--- config.mk ---
export PLATFORM = sky130hd
export DESIGN_NAME = aes_spi_responder
export DESIGN_NICKNAME = d
export VERILOG_FILES = /design/src/rtl/aes_spi_responder.sv
export SDC_FILE = /design/constraint.sdc
export NUM_CORES = 1
export LEC_CHECK = 0
export ABC_AREA = 1
export CAP_MARGIN = 10
export CORE_MARGIN = 8
export CORE_UTILIZATION = 60
export CTS_BUF_LIST = sky130_fd_sc_hd__clkbuf_2 sky130_fd_sc_hd__clkbuf_4 sky130_fd_sc_hd__clkbuf_8
export DETAILED_ROUTE_END_ITERATION = 7
export GPL_ROUTABILITY_DRIVEN = 0
export GPL_TIMING_DRIVEN = 0
export PLACE_DENSITY_LB_ADDON = 0.08
export SYNTH_ARGS = -nofsm -noshare
export SYNTH_HDL_FRONTEND = slang
export SYNTH_SLANG_ARGS = --single-unit
--- constraint.sdc ---
create_clock -name clk -period 4 [get_ports clk]
set_clock_uncertainty 0.05 [all_clocks]
set_input_delay 0.6 -clock clk [delete_from_list [all_inputs] [get_ports clk]]
set_output_delay 0.6 -clock clk [all_outputs]
set_load 0.005 [all_outputs]
--- src/rtl/aes_spi_responder.sv ---
// aes_spi_responder: SPI-side responder that shifts in data+key, runs the AES core and shifts the result out.
// Optional start marker on SDO before the result: define AES_SPI_RESP_START_BIT_EN.
module aes_spi_responder #(
  parameter int Nk = 4
) (
  input  logic              clk,
  input  logic              rst,
  input  logic              CS,
  input  logic              SDI,
  output logic              SDO,
  output logic              core_start,
  output logic [127:0]      core_data,
  output logic [Nk*32-1:0]  core_key,
  input  logic              core_done,
  input  logic [127:0]      core_result,
  output logic              busy,
  output logic              resp_done,
  output logic              frame_err
);
  localparam int KEY_W = Nk*32;
  localparam int RX_BITS = 128 + KEY_W;
  localparam int CW = $clog2(RX_BITS + 1);
`ifdef AES_SPI_RESP_START_BIT_EN
  localparam bit SB = 1'b1;
`else
  localparam bit SB = 1'b0;
`endif
  localparam logic [CW-1:0] RX_LAST = CW'(RX_BITS - 1);
  localparam logic [CW-1:0] TX_LAST = SB ? CW'(128) : CW'(127);
  typedef enum logic [2:0] {S_IDLE, S_RX, S_START, S_WAIT, S_TX, S_DONE, S_HOLD} state_t;
  state_t state, state_n;
  logic [CW-1:0] cnt, cnt_n;
  logic [RX_BITS-1:0] rx, rx_n, shift;
  logic [127:0] tx, tx_n, data_n;
  logic [KEY_W-1:0] key_n;
  logic sdo_n, start_n, done_n, err_n, abort;
  always_ff @(posedge clk) begin
    if (rst) begin
      state <= S_IDLE;
      cnt <= '0;
      rx <= '0;
      tx <= '0;
      SDO <= 1'b0;
      core_start <= 1'b0;
      busy <= 1'b0;
      resp_done <= 1'b0;
      frame_err <= 1'b0;
      core_data <= '0;
      core_key <= '0;
    end else begin
      state <= state_n;
      cnt <= cnt_n;
      rx <= rx_n;
      tx <= tx_n;
      SDO <= sdo_n;
      core_start <= start_n;
      busy <= state_n != S_IDLE;
      resp_done <= done_n;
      frame_err <= err_n;
      core_data <= data_n;
      core_key <= key_n;
    end
  end
  // Losing CS anywhere between first bit and last result bit kills the frame.
  assign abort = !CS && (state inside {S_RX, S_START, S_WAIT, S_TX});
  always_comb begin
    state_n = state;
    cnt_n = cnt;
    rx_n = rx;
    tx_n = tx;
    sdo_n = 1'b0;
    start_n = 1'b0;
    done_n = 1'b0;
    err_n = 1'b0;
    data_n = core_data;
    key_n = core_key;
    shift = {rx[RX_BITS-2:0], SDI};
    if (abort) begin
      state_n = S_IDLE;
      cnt_n = '0;
      err_n = 1'b1;
    end else begin
      case (state)
        S_IDLE: if (CS) begin
          rx_n = shift;
          cnt_n = CW'(1);
          state_n = S_RX;
        end
        S_RX: begin
          rx_n = shift;
          cnt_n = cnt + CW'(1);
          if (cnt == RX_LAST) begin
            data_n = shift[RX_BITS-1:KEY_W];
            key_n = shift[KEY_W-1:0];
            start_n = 1'b1;
            state_n = S_START;
          end
        end
        S_START: state_n = S_WAIT;
        // Without the marker the MSB goes out on the capture edge itself.
        S_WAIT: if (core_done) begin
          tx_n = SB ? core_result : {core_result[126:0], 1'b0};
          sdo_n = SB | core_result[127];
          cnt_n = '0;
          state_n = S_TX;
        end
        S_TX: begin
          sdo_n = tx[127];
          tx_n = {tx[126:0], 1'b0};
          cnt_n = cnt + CW'(1);
          if (cnt == TX_LAST) begin
            sdo_n = 1'b0;
            done_n = 1'b1;
            state_n = S_DONE;
          end
        end
        S_DONE: state_n = S_HOLD;
        S_HOLD: if (!CS) state_n = S_IDLE;
        default: state_n = S_IDLE;
      endcase
    end
  end
endmodule

==> flow_summary.json, run 1 <==
{
  "cts_tree": "built",
  "design.core.area_sq_um": 40700,
  "drtIter0Drc": 2242,
  "min_path_cells": 2,
  "min_period_ns": 3.03,
  "cpPeakStageDelay_ns": 0.44,
  "nNetsFinal": 3977,
  "cellPowerDensity_nw_per_um2": 425,
  "leakage_nw": 12.1,
  "ys_ff_latch": 655,
  "sw_frac_of_total_pct": 23.3,
  "worstHoldStart": "core_key[80]$_SDFFE_PP0P_",
  "drc_errors": 0,
  "multi_input_area_sq_um": 10200,
  "track_usage_pct": 28.7,
  "final_cells": 4449,
  "hold_path.class": "reg2reg",
  "cts_buffers": 99,
  "fill_cells": 2972,
  "via_count": 23900,
  "crit_path_cell_trace": "ha_1 > nand2_1 > nor3_1 > nand2_1 > nor2_1 > ha_1 > nand2_1 > clkinv_1 > buf_2 > clkbuf_1 > nand3_1 > a21oi_1",
  "syn_area_sq_um": 24700,
  "min_period_over_period_pct": 75.7,
  "io_buffers": 392,
  "critical_path_arrival_ns": 3.56,
  "ff_latch_area_sq_um": 13100,
  "cpMostUsedCell": "nand2_1",
  "max-slew-margin-rel_pct": 37.7,
  "finalSetupViolCount": 0,
  "cts_resized": 0,
  "synth_warnings": 0,
  "ant_nets": 0,
  "p_int_mw": 10.3,
  "placed_cells": 4273,
  "die_h_um": 219,
  "clock_latency_ns": 0.67,
  "drive_gt1_share_pct": 7.15,
  "grt_max_degree": 14,
  "r2r_slack_ns": 0.97,
  "clkTransAtPathRegs_ns": 0.06,
  "ios": 394,
  "hold_violations": 0,
  "hold_ws_ns": 0.411,
  "pwr-share-comb_pct": 5.6,
  "fmax_mhz": 330,
  "synth-seq-area-share_pct": 53.1,
  "cap_violations": 0,
  "wl_per_cell_um": 16.1,
  "via_per_inst": 5.38,
  "antenna_found_initial": 1,
  "p_sw_mw": 3.11,
  "rsz0062_at_grt": "false",
  "endpoint_kind": "register",
  "die-area_sq_um": 47900,
  "rr_startpoint": "cnt[0]$_SDFFE_PP0P_",
  "fin_tns_setup_ns": 0,
  "critical_path_required_ns": 4.53,
  "status": "finished, final reports clean",
  "r2r_cells": 12,
  "critPathLaunchType": "register",
  "final_cell_mix": "nor2_1 (779), nand2_1 (678), dfxtp_1 (655)",
  "drt_pass1_iterations": 6,
  "p_seq_share_pct": 51.1,
  "slew_viol_final": 0,
  "grt_pass1_wl_mm": 114,
  "clock_path_buffers": 3,
  "critical_path_class": "reg2reg",
  "max-vdd-ir-drop_mv": 0.458,
  "tightest_slew_ns": 0.935,
  "hold_buffers": 0,
  "postCtsSetupBuffers": 0,
  "crit_family": "simple AND/OR/NAND/NOR gates",
  "avgSynthCellArea_sq_um": 7.38,
  "synth_cells": 3349,
  "rows": 74,
  "r2r-end": "core_data[98]$_SDFFE_PP0P_",
  "synth.top_cell.area_share_pct": 53.1,
  "drt_wl_total_mm": 71.8,
  "yosysUniqueCellTypes": 25,
  "area_growth_pct": 27.2,
  "final_core_util_pct": 77.1,
  "holdPathEnd": "core_key[80]$_SDFFE_PP0P_",
  "die_x_um": 219,
  "grt_overflow": 0,
  "syn_nets": 3484,
  "start_util_pct": 60.7,
  "crit_fanout": 10,
  "layout_commonest_cell": "nor2_1",
  "cts_sinks": 655,
  "p_clk_share_pct": 43.4,
  "crit_path_top_delay_cell": "nor3_1",
  "yosysTopAreaCell": "dfxtp_1",
  "root_buffer": "clkbuf_8",
  "grt_pass1_vias": 22800,
  "cp_num_buf_inv": 3,
  "power.total_mw": 13.4,
  "synthTopCellsByArea": "dfxtp_1 (53%), nor2_1 (12%), nand2_1 (10%)",
  "dp_hpwl_mm": 51.5,
  "h-tree-depth": 3
}
-- cells by family (layout without fill, tap and decap cells) --
| group | after synthesis | after routing | share of synthesized area [%] |
|---|---|---|---|
| xor+xnor | 1 | 1 | 0.0355 |
| flops | 655 | 655 | 53.1 |
| fa+ha+maj | 2 | 2 | 0.101 |
| other cells | 0 | 2 | 0 |
| compound gates | 523 | 523 | 10.6 |
| buf+inv | 299 | 865 | 5.57 |
| simple gates | 1869 | 1869 | 30.6 |
-- stage by stage --
stage                     cell area, sq um  setup slack [ns]
after CTS                            31400              1.02
after detailed placement             29300              1.07
final                                31400             0.973
after floorplan                      24700              1.82
after global placement               29300              1.13
after global routing                 31400             0.750
-- synth_stat cells --
cell type,n
a21oi_1,264
buf_1,15
buf_2,77
buf_4,7
buf_6,1
buf_8,11
clkbuf_1,157
clkinv_1,2
dfxtp_1,655
ha_1,2
inv_1,26
inv_2,3
nand2_1,678
nand2_2,2
nand3_1,401
nand3b_1,1
nand4_1,1
nor2_1,779
nor2_8,1
nor3_1,3
nor3_4,1
o21ai_0,258
o21ai_2,1
or2_2,2
xor2_1,1
-- power groups by stage --
stage	combinational (mW)	sequential, mW	clock [mW]
2_1_floorplan	0.452	6.92	0
3_3_place_gp	0.696	6.95	0
3_5_place_dp	0.729	6.96	0
4_1_cts	0.739	6.82	5.85
5_1_grt	0.836	6.84	6.15
6_report	0.745	6.83	5.80
-- tightest hold or removal path: stages (launching register included) --
cell	delay (ns)
dfxtp_1	0.31
nand2_1	0.06
a21oi_1	0.05
-- state kept, by name, indices dropped and copies added, names as in the netlist --
name,count
SDO,1
busy,1
cnt,9
core_data,128
core_key,128
core_start,1
frame_err,1
resp_done,1
rx,255
state,3
tx,127
-- routing by layer --
| metal | up-vias | global-route usage, % | part of all wire [%] |
|---|---|---|---|
| li1 | 11800 | - | - |
| met3 | 134 | 7.82 | 8.6 |
| met1 | 11100 | 35.7 | 42 |
| met5 | - | 0 | 0 |
| met4 | 0 | 10.5 | 3.0 |
| met2 | 855 | 47.4 | 47 |
-- worst max-delay path by stage --
stage	depth (start not counted)	slack, ns	start	to
after floorplan	12	1.82	cnt[0]$_SDFFE_PP0P_	core_data[60]$_SDFFE_PP0P_
after global placement	8	1.13	CS	core_data[97]$_SDFFE_PP0P_
after detailed placement	12	1.07	cnt[0]$_SDFFE_PP0P_	core_data[15]$_SDFFE_PP0P_
after CTS	12	1.02	cnt[0]$_SDFFE_PP0P_	core_key[98]$_SDFFE_PP0P_
after global routing	12	0.75	cnt[0]$_SDFFE_PP0P_	core_key[106]$_SDFFE_PP0P_
final	12	0.97	cnt[0]$_SDFFE_PP0P_	core_data[98]$_SDFFE_PP0P_
-- area by class of cell --
class | instances | share of cell area [%]
Antenna cell | 2 | 0.0159
Buffer | 268 | 4.01
Clock buffer | 161 | 6.33
Clock inverter | 13 | 0.422
Inverter | 31 | 0.370
Multi-Input combinational cell | 2395 | 32.5
Sequential cell | 655 | 41.7
Tap cell | 532 | 2.12
Timing Repair Buffer | 392 | 12.5
No activity file was read; power rests on OpenSTA's default activity.
==> inputs of run 2 (changes only) <==
--- a/config.mk
+++ b/config.mk
@@ -8,7 +8,7 @@
 export ABC_AREA = 1
 export CAP_MARGIN = 10
 export CORE_MARGIN = 8
-export CORE_UTILIZATION = 60
+export CORE_UTILIZATION = 50
 export CTS_BUF_LIST = sky130_fd_sc_hd__clkbuf_2 sky130_fd_sc_hd__clkbuf_4 sky130_fd_sc_hd__clkbuf_8
 export DETAILED_ROUTE_END_ITERATION = 7
 export GPL_ROUTABILITY_DRIVEN = 0
==> constraint.sdc (replaced) <==
create_clock -name clk -period 2.47 [get_ports clk]
set_clock_uncertainty 0.05 [all_clocks]
set_input_delay 0.3705 -clock clk [delete_from_list [all_inputs] [get_ports clk]]
set_output_delay 0.3705 -clock clk [all_outputs]
set_load 0.005 [all_outputs]
==> run 2 against run 1 <==
  * Global-route usage fell by 4.2 points
  * Largest power group unchanged
  * Critical path depth fell by 6
  * Cell count rose by 3.5%
  * Die area rose by 18%
==> flow_summary.json, run 2 (synthesized netlist as in run 1, its figures left out) <==
{
  "cts_buffers": 105,
  "critPathLaunchType": "register",
  "hold_ws_ns": 0.285,
  "grt_overflow": 0,
  "cts_tree": "built",
  "wl_per_cell_um": 15.8,
  "rr_startpoint": "state[2]$_SDFF_PP0_",
  "drtIter0Drc": 1485,
  "cp-startpoint": "state[2]$_SDFF_PP0_",
  "p_seq_share_pct": 49.1,
  "final_cell_mix": "nor2_1 (779), nand2_1 (676), dfxtp_1 (653)",
  "pwr-share-comb_pct": 5.3,
  "power.total_mw": 22.5,
  "clock_path_buffers": 3,
  "critical_path_required_ns": 3.00,
  "top_register": "rx",
  "worstHoldStart": "core_result[20]",
  "rows": 81,
  "ant_nets": 0,
  "critical_path_arrival_ns": 2.81,
  "clock_latency_ns": 0.70,
  "io_buffers": 392,
  "area_growth_pct": 29.8,
  "clkTransAtPathRegs_ns": 0.06,
  "finalSetupViolCount": 0,
  "cellPowerDensity_nw_per_um2": 701,
  "grt_pass1_vias": 22500,
  "sw_frac_of_total_pct": 23.5,
  "cap_violations": 0,
  "slew_viol_final": 0,
  "via_count": 23300,
  "via_per_inst": 5.07,
  "reg_top3": "rx: 255 flops, core_data: 128 flops, core_key: 128 flops",
  "tightest_slew_ns": 0.839,
  "hold_violations": 0,
  "max-slew-margin-rel_pct": 44.0,
  "h-tree-depth": 3,
  "drt_wl_total_mm": 72.7,
  "critical_path_class": "reg2reg",
  "design.core.area_sq_um": 48800,
  "min_period_over_period_pct": 92.3,
  "fmax_mhz": 438,
  "max-vdd-ir-drop_mv": 0.560,
  "fin_tns_setup_ns": 0,
  "layout_commonest_cell": "nor2_1",
  "start_util_pct": 50.6,
  "drt_pass1_iterations": 5,
  "largest_reg_flops": 255,
  "dp_hpwl_mm": 52.3,
  "nNetsFinal": 3987,
  "hold_path.class": "in2reg",
  "track_usage_pct": 24.5,
  "root_buffer": "clkbuf_8",
  "leakage_nw": 12.4,
  "drc_errors": 0,
  "pre_cts_ws_ns": -0.427,
  "p_sw_mw": 5.28,
  "min_period_ns": 2.28,
  "crit_fanout": 10,
  "ios": 394,
  "endpoint_kind": "register",
  "die-area_sq_um": 56800,
  "p_int_mw": 17.2,
  "antenna_found_initial": 1,
  "die_x_um": 238,
  "status": "finished, final reports clean",
  "die_h_um": 238,
  "grt_max_degree": 15,
  "grt_pass1_wl_mm": 115,
  "drive_gt1_share_pct": 8.83,
  "p_clk_share_pct": 45.6,
  "worst_slack_ns": 0.189,
  "cts_sinks": 655
}
-- run 2: changes by cell type in the layout (fill, tap and decap cells not counted), sizes merged --
| cell | before | now |
|---|---|---|
| clkbuf | 318 | 329 |
| clkinv | 9 | 20 |
| diode | 2 | 1 |
| bufinv | 2 | 4 |
| clkinvlp | 2 | 4 |
-- run 2: per-stage QoR --
step	instances	utilization (%)	area [sq um]
floorplan	3349	-	24700
global placement	4405	60.3	29500
detailed placement	4405	60.3	29500
CTS	4601	65.4	31900
global route	4606	65.7	32100
finish	4606	65.7	32100
-- run 2: metal layers --
metal	vias up	global-route usage [%]	share of wire (%)
met5	-	0	0
met2	617	39.6	46
met4	0	11.4	3.7
met3	142	6.23	7.1
li1	11900	-	-
met1	10700	30.4	44
-- run 2: path summary, 6_finish.rpt --
check	endpoint	depth (start not counted)	slack, ns
worst min-delay path	tx[21]$_SDFFE_PP0P_	5	0.28
worst max-delay path	rx[190]$_SDFFE_PP0P_	6	0.19
worst max register to register	rx[190]$_SDFFE_PP0P_	6	0.19
worst min register to register	core_data[44]$_SDFFE_PP0P_	2	0.41
-- run 2: power by group through the flow --
stage	Sequential (mW)	Combinational, mW	Clock, mW
2_1_floorplan	11.2	0.732	0
3_3_place_gp	11.3	1.14	0
3_5_place_dp	11.3	1.18	0
4_1_cts	11.0	1.19	10.5
5_1_grt	11.1	1.36	10.9
6_report	11.1	1.20	10.2
-- run 2: final cells by class --
| type | instances | area, sq um |
|---|---|---|
| buffer | 268 | 1380 |
| multi-input combinational | 2395 | 10300 |
| fill | 4345 | 16800 |
| tap | 664 | 831 |
| sequential | 655 | 13100 |
| clock inverter | 28 | 265 |
| antenna | 1 | 2.50 |
| timing repair buffer | 396 | 3990 |
| inverter | 31 | 121 |
| clock buffer | 168 | 2120 |
-- run 2: what timing repair did --
item,CTS,global route
hold buffers,0,0
buffers inserted,0,2
resized for setup,42,40
setup endpoints to repair,251,254
hold endpoints to repair,0,0
gates cloned,0,2
pin swaps,0,2
-- run 2: worst max-delay path, stage by stage (launching register included) --
cell and delay, ns:
dfxtp_1 0.39, nor3_4 0.70, inv_2 0.08, clkbuf_1 0.39, clkbuf_1 0.34, nor2_1 0.16
nor2_1 0.06
==> inputs of run 3 (changes only) <==
--- a/config.mk
+++ b/config.mk
@@ -10,6 +10,8 @@
 export CORE_MARGIN = 8
 export CORE_UTILIZATION = 50
 export CTS_BUF_LIST = sky130_fd_sc_hd__clkbuf_2 sky130_fd_sc_hd__clkbuf_4 sky130_fd_sc_hd__clkbuf_8
+export CTS_CLUSTER_DIAMETER = 30
+export CTS_CLUSTER_SIZE = 30
 export DETAILED_ROUTE_END_ITERATION = 7
 export GPL_ROUTABILITY_DRIVEN = 0
 export GPL_TIMING_DRIVEN = 0
==> run 3 against run 2 <==
  * Largest cell class unchanged
  * Cell count is 0.87% higher
  * Register-to-register slack hardly changed
  * Count of clock-buffer cells in the layout is 14 higher
  * Largest power group is now the clock network
  * Via count is 1.1% higher
  * Highest routed layer unchanged
  * Routed wire length is 0.70% higher
==> flow_summary.json, run 3 (synthesized netlist as in run 1, its figures left out) <==
{
  "status": "finished, final reports clean",
  "top_register": "rx",
  "reg_top3": "rx: 255 flops, core_data: 128 flops, core_key: 128 flops",
  "grt_pass1_wl_mm": 115,
  "crit_path_top_delay_cell": "nor3_4",
  "rsz0062_at_grt": "false",
  "drt_wl_total_mm": 73.2,
  "io_buffers": 392,
  "critical_path_required_ns": 3.10,
  "cellPowerDensity_nw_per_um2": 753,
  "antenna_found_initial": 1,
  "crit_fanout": 10,
  "grt_pass1_vias": 22700,
  "cts_buffers": 131,
  "met3_usage_pct": 8.57,
  "die_x_um": 238,
  "grt_max_degree": 17,
  "start_util_pct": 50.6,
  "dp_hpwl_mm": 52.3,
  "slew_viol_final": 0,
  "met1_usage_pct": 30.2,
  "critPathLaunchType": "register",
  "clkTransAtPathRegs_ns": 0.06,
  "min_path_cells": 3,
  "via_per_inst": 5.08,
  "pre_cts_ws_ns": -0.427,
  "ant_nets": 0,
  "crit_family": "buffers and inverters",
  "largest_reg_flops": 255,
  "cts_sinks": 655,
  "crit_path_cell_trace": "buf_2 > nor3_4 > buf_2 > buf_2 > nand3_1 > a21oi_1",
  "critical_path_arrival_ns": 2.93,
  "die-area_sq_um": 56800,
  "die_h_um": 238,
  "cts_tree": "built",
  "clock_path_buffers": 3,
  "cp_num_buf_inv": 3,
  "cpMostUsedCell": "buf_2",
  "wl_per_cell_um": 15.8,
  "via_count": 23600,
  "ff_latch_area_sq_um": 13100,
  "layout_commonest_cell": "nor2_1",
  "drive_gt1_share_pct": 9.70,
  "use_met2_pct": 40.5,
  "root_buffer": "clkbuf_8",
  "critical_path_class": "reg2reg",
  "grt_overflow": 0,
  "ios": 394,
  "clock_latency_ns": 0.77,
  "fill_cells": 4270,
  "multi_input_area_sq_um": 10300,
  "max-slew-margin-rel_pct": 43.2,
  "placed_cells": 4405,
  "finalSetupViolCount": 0,
  "rows": 81,
  "min_period_over_period_pct": 92.9,
  "drtIter0Drc": 1550,
  "fmax_mhz": 436,
  "drc_errors": 0,
  "h-tree-depth": 4,
  "nNetsFinal": 4013,
  "cap_violations": 0,
  "final_cells": 4646,
  "endpoint_kind": "register",
  "worst_slack_ns": 0.174,
  "area_growth_pct": 32.3,
  "hold_path.class": "in2reg",
  "leakage_nw": 12.7,
  "drt_pass1_iterations": 6,
  "cp.depth": 6,
  "final_cell_mix": "nor2_1 (779), nand2_1 (676), dfxtp_1 (653)",
  "grt-busiest-layer": "met2",
  "min_period_ns": 2.30,
  "r2r_cells": 6,
  "design.core.area_sq_um": 48800,
  "cpPeakStageDelay_ns": 0.67,
  "tightest_slew_ns": 0.852,
  "hold_violations": 0,
  "track_usage_pct": 24.9,
  "final_core_util_pct": 66.9,
  "max-vdd-ir-drop_mv": 0.539
}
run 3: cell count changes in the layout (fill, tap and decap cells not counted), sizes merged:
| cell | delta |
|---|---|
| clkbuf | +11 |
| buf | +3 |
| clkinvlp | +4 |
| clkinv | +12 |
| diode | +2 |
| inv | -2 |
| bufinv | +10 |
run 3: power breakdown:
group,total (mW),switching (mW),internal (mW),leakage (nW)
Clock,12.3,4.71,7.63,1.56
Combinational,1.20,0.719,0.480,5.79
Sequential,11.1,0.209,10.9,5.33
Total,24.6,5.64,19.0,12.7
run 3: routing by layer:
metal | vias up | part of all wire [%]
li1 | 11900 | -
met1 | 10900 | 43
met2 | 579 | 47
met3 | 137 | 7.3
met4 | 0 | 2.7
met5 | - | 0
run 3: stage by stage:
step           instance area (sq um)  setup TNS (ns)  hold slack (ns)  power [mW]
2_1_floorplan                  24700               0            0.404        11.9
3_3_place_gp                   29500         -109.35            0.401        12.4
3_5_place_dp                   29500         -115.83            0.402        12.5
4_1_cts                        32500               0            0.140        24.8
5_1_grt                        32700               0            0.173        25.5
6_report                       32700               0            0.212        24.6
run 3: worst paths after layout:
kind | startpoint | end | slack [ns]
worst max-delay path | state[1]$_SDFF_PP0_ | core_key[90]$_SDFFE_PP0P_ | 0.17
worst min-delay path | SDI | core_key[0]$_SDFFE_PP0P_ | 0.21
worst max register to register | state[1]$_SDFF_PP0_ | core_key[90]$_SDFFE_PP0P_ | 0.17
worst min register to register | core_key[1]$_SDFFE_PP0P_ | core_key[1]$_SDFFE_PP0P_ | 0.41
run 3: what timing repair did:
action | CTS | global route
pin swaps | 0 | 1
endpoints found under the setup margin | 251 | 252
gates resized for setup | 45 | 41
cloned | 0 | 2
buffers inserted | 0 | 2
hold buffers | 0 | 0
run 3: worst register-to-register path, delay by kind of cell, from the launching register on:
family                 cells  cell delay, ns
flip-flops                 1            0.29
AND/OR/NAND/NOR            2            0.81
buffers and inverters      3            0.94
AO/OA/AOI/OAI              1            0.16
run 3: final cells by class:
| class | instances | area share (%) |
|---|---|---|
| Clock inverter | 52 | 1.99 |
| Antenna cell | 3 | 0.0230 |
| Tap cell | 664 | 2.54 |
| Multi-Input combinational cell | 2395 | 31.4 |
| Timing Repair Buffer | 396 | 12.2 |
| Clock buffer | 182 | 7.18 |
| Inverter | 31 | 0.371 |
| Sequential cell | 655 | 40.1 |
| Buffer | 268 | 4.22 |
